## src/rtl/rot_pkg.sv

```systemverilog
// Shared definitions for the rotate feeder: default word geometry, word/amount
// types and the completed-output counter width.
package rot_pkg;

    localparam int N_DEFAULT      = 32;
    localparam int LOG2_N_DEFAULT = 5;
    localparam int COUNT_W        = 16;

    typedef logic [0:N_DEFAULT-1]      word_t;
    typedef logic [0:LOG2_N_DEFAULT-1] amt_t;
    typedef logic [COUNT_W-1:0]        count_t;

endpackage

```

## src/rtl/rot_feeder_rot.sv

```systemverilog
// Combinational rotator: out_bits[j] = in_bits[(j - K) mod N], index 0 is the MSB.
// Built as a log2(N)-stage barrel, stage s rotating by N >> (s+1) when in_k[s] is set.
module rot #(
    parameter int N      = 32,
    parameter int log2_N = 5
) (
    input  logic [0:N-1]      in_bits,
    input  logic [0:log2_N-1] in_k,
    output logic [0:N-1]      out_bits
);

    // With [0:N-1] ordering a right shift moves bits toward higher indices,
    // which is exactly the out[j] = in[j - w] direction.
    function automatic logic [0:N-1] rotr(input logic [0:N-1] x, input int w);
        return (x >> w) | (x << (N - w));
    endfunction

    logic [0:N-1] acc;

    always_comb begin
        acc = in_bits;
        for (int s = 0; s < log2_N; s++) begin
            if (in_k[s]) begin
                acc = rotr(acc, N >> (s + 1));
            end
        end
        out_bits = acc;
    end

endmodule

```

## src/rtl/rot_feeder.sv

```systemverilog
// Rotate feeder: 2-entry input FIFO -> rot -> output register, valid/ready on both sides.
// Optional completed-output counter (out_count) enabled by defining ROT_FEEDER_COUNT_EN.
module rot_feeder
    import rot_pkg::*;
#(
    parameter int N      = N_DEFAULT,
    parameter int log2_N = LOG2_N_DEFAULT
) (
    input  logic              clk,
    input  logic              rst_n,
    // Handshake: a transfer happens on a rising edge where valid and ready are
    // both 1; valid holds its payload until then, ready never depends on valid.
    input  logic              in_valid,
    output logic              in_ready,
    input  logic [0:N-1]      in_bits,
    input  logic [0:log2_N-1] in_k,
    output logic              out_valid,
    input  logic              out_ready,
    output logic [0:N-1]      out_bits
`ifdef ROT_FEEDER_COUNT_EN
    ,
    output logic [COUNT_W-1:0] out_count
`endif
);

    logic [0:N-1]      mem_bits_q [0:1];
    logic [0:N-1]      mem_bits_d [0:1];
    logic [0:log2_N-1] mem_k_q    [0:1];
    logic [0:log2_N-1] mem_k_d    [0:1];
    logic              wr_ptr_q, wr_ptr_d;
    logic              rd_ptr_q, rd_ptr_d;
    logic [1:0]        count_q, count_d;
    logic              in_ready_q, in_ready_d;
    logic              out_valid_q, out_valid_d;
    logic [0:N-1]      out_bits_q, out_bits_d;

    logic              push;
    logic              pop;
    logic              out_fire;
    logic [0:N-1]      head_bits;
    logic [0:log2_N-1] head_k;
    logic [0:N-1]      rot_bits;

    assign head_bits = mem_bits_q[rd_ptr_q];
    assign head_k    = mem_k_q[rd_ptr_q];

    rot #(
        .N      (N),
        .log2_N (log2_N)
    ) u_rot (
        .in_bits  (head_bits),
        .in_k     (head_k),
        .out_bits (rot_bits)
    );

    always_comb begin
        push     = in_valid & in_ready_q;
        out_fire = out_valid_q & out_ready;
        // The output register only reads the FIFO head, so a word written into
        // an empty FIFO reaches the output one cycle later.
        pop      = (count_q != 2'd0) & (~out_valid_q | out_ready);

        mem_bits_d = mem_bits_q;
        mem_k_d    = mem_k_q;
        wr_ptr_d   = wr_ptr_q;
        rd_ptr_d   = rd_ptr_q;
        if (push) begin
            mem_bits_d[wr_ptr_q] = in_bits;
            mem_k_d[wr_ptr_q]    = in_k;
            wr_ptr_d             = wr_ptr_q + 1'b1;
        end
        if (pop) begin
            rd_ptr_d = rd_ptr_q + 1'b1;
        end

        count_d    = count_q + {1'b0, push} - {1'b0, pop};
        in_ready_d = (count_d != 2'd2);

        out_valid_d = out_valid_q;
        out_bits_d  = out_bits_q;
        if (pop) begin
            out_valid_d = 1'b1;
            out_bits_d  = rot_bits;
        end else if (out_fire) begin
            out_valid_d = 1'b0;
        end
    end

    always_ff @(posedge clk or negedge rst_n) begin
        if (!rst_n) begin
            for (int i = 0; i < 2; i++) begin
                mem_bits_q[i] <= '0;
                mem_k_q[i]    <= '0;
            end
            wr_ptr_q    <= 1'b0;
            rd_ptr_q    <= 1'b0;
            count_q     <= 2'd0;
            in_ready_q  <= 1'b0;
            out_valid_q <= 1'b0;
            out_bits_q  <= '0;
        end else begin
            mem_bits_q  <= mem_bits_d;
            mem_k_q     <= mem_k_d;
            wr_ptr_q    <= wr_ptr_d;
            rd_ptr_q    <= rd_ptr_d;
            count_q     <= count_d;
            in_ready_q  <= in_ready_d;
            out_valid_q <= out_valid_d;
            out_bits_q  <= out_bits_d;
        end
    end

    assign in_ready  = in_ready_q;
    assign out_valid = out_valid_q;
    assign out_bits  = out_bits_q;

`ifdef ROT_FEEDER_COUNT_EN
    logic [COUNT_W-1:0] out_count_q, out_count_d;

    always_comb begin
        out_count_d = out_count_q;
        if (out_fire && (out_count_q != {COUNT_W{1'b1}})) begin
            out_count_d = out_count_q + 1'b1;
        end
    end

    always_ff @(posedge clk or negedge rst_n) begin
        if (!rst_n) begin
            out_count_q <= '0;
        end else begin
            out_count_q <= out_count_d;
        end
    end

    assign out_count = out_count_q;
`endif

endmodule

```

## config.mk

```make
export PLATFORM = sky130hd
export DESIGN_NAME = rot_feeder
export DESIGN_NICKNAME = d
export VERILOG_FILES = /design/src/rtl/rot_pkg.sv /design/src/rtl/rot_feeder_rot.sv /design/src/rtl/rot_feeder.sv
export SDC_FILE = /design/constraint.sdc
export NUM_CORES = 1
export LEC_CHECK = 0
export ABC_AREA = 0
export CAP_MARGIN = 20
export CORE_UTILIZATION = 25
export DETAILED_ROUTE_END_ITERATION = 8
export PLACE_DENSITY = 0.38
export SLEW_MARGIN = 20
export SYNTH_ARGS = -nofsm -noshare
export SYNTH_HDL_FRONTEND = slang
export SYNTH_SLANG_ARGS = --single-unit
```

## constraint.sdc

```tcl
create_clock -name clk -period 4.35 [get_ports clk]
set_clock_uncertainty 0.1 [all_clocks]
set_input_delay 0.87 -clock clk [delete_from_list [all_inputs] [get_ports clk]]
set_output_delay 0.87 -clock clk [all_outputs]
set_load 0.01 [all_outputs]
```

==> metrics.yaml <==
place:
  io_buffers: 74
  routabilityCongestion: 0.8011
  dp_hpwl_mm: 13.86
routing:
  routed_wl_mm: 18.22
  drc: 0
  vias: 4896
  wl_per_cell_um: 18.78
  ant_nets: 0
  via_per_inst: 5.047
  drtPass1Iterations: 5
  drtIter0Drc: 245
grt:
  antenna_found_initial: 0
  grtUsageTotal: 0.1421
  grt_pass1_wl_mm: 28.84
  grt_pass1_vias: 4906
  grt_max_degree: 69
  grt_overflow_total: 0
synth:
  synth_xor_area_frac: 0.005355
  netlist_area_mm2: 0.006543
  yosysMostFrequentCell: "dfrtp_1"
  synth_top_family_by_area: "multiplexers"
  synthAdderAreaFrac: 0.001912
  synth_edf_count: 0
  avgSynthCellArea_um2: 11.09
  ys_ff_latch: 112
  ys_seq_area_frac: 0.4284
  synth-main-ff-cell: "dfrtp_1"
  synthArstFlopShare: 1.000
  synthTopCellsByArea: "dfrtp_1 (43%), mux2i_1 (16%), mux2_2 (13%), o22ai_1 (4.6%), o221ai_1 (4.1%)"
  synth_compound_area_frac: 0.1549
  synth.top_cell.area_share: 0.4284
  syn_inst: 590
  yosys-top-cells-count: "dfrtp_1 (112), mux2i_1 (106), mux2_2 (74)"
  synth_warnings: 0
  yosysUniqueCellTypes: 26
  synthSimpleGateAreaFrac: 0.07458
  synthesis.nets: 632
  synth_area_leader_cell: "dfrtp_1"
  muxShareOfSynthArea: 0.2916
run:
  maxCapViolations: 0
cts:
  cts_tree: "built"
  clkTransAtPathRegs_ns: 0.07
  clock-root-buffer: "clkbuf_16"
  cts_resized: 0
  insertion_delay_ns: 0.35
  cts.sink_count: 112
  clock_path_buffers: 2
  htree_levels: 3
  cts_setup_buffers: 0
  cts_made_buffers: 9
  cts_hold_buf: 0
setup_path:
  r2r_cells: 7
  path_delay_family: "simple AND/OR/NAND/NOR gates"
  cp_data_arrival_time_ns: 2.95
  required_ns: 4.45
  crit_path_end_kind: "flip-flop"
  worstSetupStartpointType: "flip-flop"
  timing.setup.critical_path_class: "flip-flop to flip-flop"
  crit_chain: "buf_4 -> nand2b_1 -> o22ai_1 -> nor3_1 -> a21oi_2 -> mux2i_1 -> o221ai_1"
  max_stage_delay_ns: 0.83
  cp_num_cells: 7
  critPathBufInv: 1
  path_max_fanout: 19
  slowest_stage: "nand2b_1"
sta:
  relSlewSlack: 0.3232
  slew_viol_final: 0
  setup_viol: 0
  finalCriticalPeriod_ns: 2.849
  worstMarginPinSlew_ns: 0.9940
  rsz0062_at_grt: "no"
  fmaxAchievable_ghz: 0.3510
  fin_setup_tns_ns: 0
  hold_violations: 0
  period_share: 0.6550
finish:
  synthToLayoutAreaGrowth_pct: 18.76
  antennaDiodeCount: 0
  nets: 680
  drive_gt1_frac: 0.2109
floorplanning:
  num_rows: 58
  dieWidth_um: 163.8
  die_area_mm2: 0.02682
  io_pins: 75
  die-height_um: 163.8
  core_mm2: 0.02540
  start_util: 0.2576
hold_path:
  hp-class: "flip-flop to flip-flop"
  hold_depth: 2
outcome:
  status: "completed"
## per-layer routing
| metal | track usage | routed length [um] | vias up |
|---|---|---|---|
| met5 | 0 | 0 | - |
| met4 | 0.05429 | 336 | 0 |
| met3 | 0.02071 | 710 | 19 |
| met2 | 0.2144 | 8048 | 116 |
| met1 | 0.2036 | 9125 | 2430 |
| li1 | - | - | 2331 |
## placed cells by master (no fill, tap or decap), types with 9 or more instances in the layout
master | netlist | routed
dfrtp_1 | 112 | 112
mux2i_1 | 106 | 105
mux2_2 | 74 | 74
clkdlybuf4s50_1 | 0 | 73
o22ai_1 | 48 | 48
nand2_1 | 38 | 38
nor2_1 | 33 | 33
nor3_1 | 32 | 32
o221ai_1 | 31 | 31
a21oi_1 | 19 | 19
o22ai_2 | 16 | 16
a21oi_2 | 14 | 14
buf_4 | 10 | 13
clkbuf_16 | 0 | 9
## final cells by class
cell class	instances	area (um^2)
clock inverter	2	10.01
clock buffer	11	232.7
sequential	112	2803
tap	330	412.9
multi-input combinational	429	3483
timing repair buffer	86	828.3
fill	2581	17630
## tightest hold or removal path, stage by stage (launching register included)
cell      delay [ns]
dfrtp_1         0.34
nand2_1         0.05
o221ai_1        0.06
## state kept, by name, indices dropped and copies added (netlist names)
signal,flops
count_q,2
in_ready,1
mem_bits_q,64
mem_k_q,10
out_bits,32
out_valid,1
rd_ptr_q,1
wr_ptr_q,1
## kinds of logic (layout without fill, tap and decap cells)
kind of cell / count (synthesis) / count (layout)
AOI/OAI and AO/OA: 130 / 130
and+or+nand+nor: 113 / 113
adders and majority gates: 1 / 1
DFF: 112 / 112
xor gates and xnor gates: 4 / 4
muxes: 181 / 181
buffers and inverters: 49 / 99
## per-stage QoR
stage	setup WS, ns	cell area [um^2]	std cells	hold WS, ns	utilization
floorplan	2.138	6543	590	0.3617	-
global placement	1.428	7527	957	0.3768	0.2964
detailed placement	1.375	7527	957	0.3732	0.2964
CTS	1.433	7770	970	0.3944	0.3059
global route	1.281	7770	970	0.4180	0.3059
finish	1.501	7770	970	0.3953	0.3059
## worst paths after layout
check                              from              to  slack, ns
setup / recovery             mem_k_q[1]    out_bits[17]       1.50
hold / removal             out_bits[29]    out_bits[29]       0.40
setup reg to reg             mem_k_q[1]    out_bits[17]       1.50
hold reg to reg            out_bits[29]    out_bits[29]       0.40
max in group asynchronous         rst_n  mem_bits_q[31]       2.73
min in group asynchronous         rst_n       out_valid       0.52
Power is left out: the tool's default activity adds up to more than one toggle a clock period on the data nets, which glitch-free logic cannot reach.
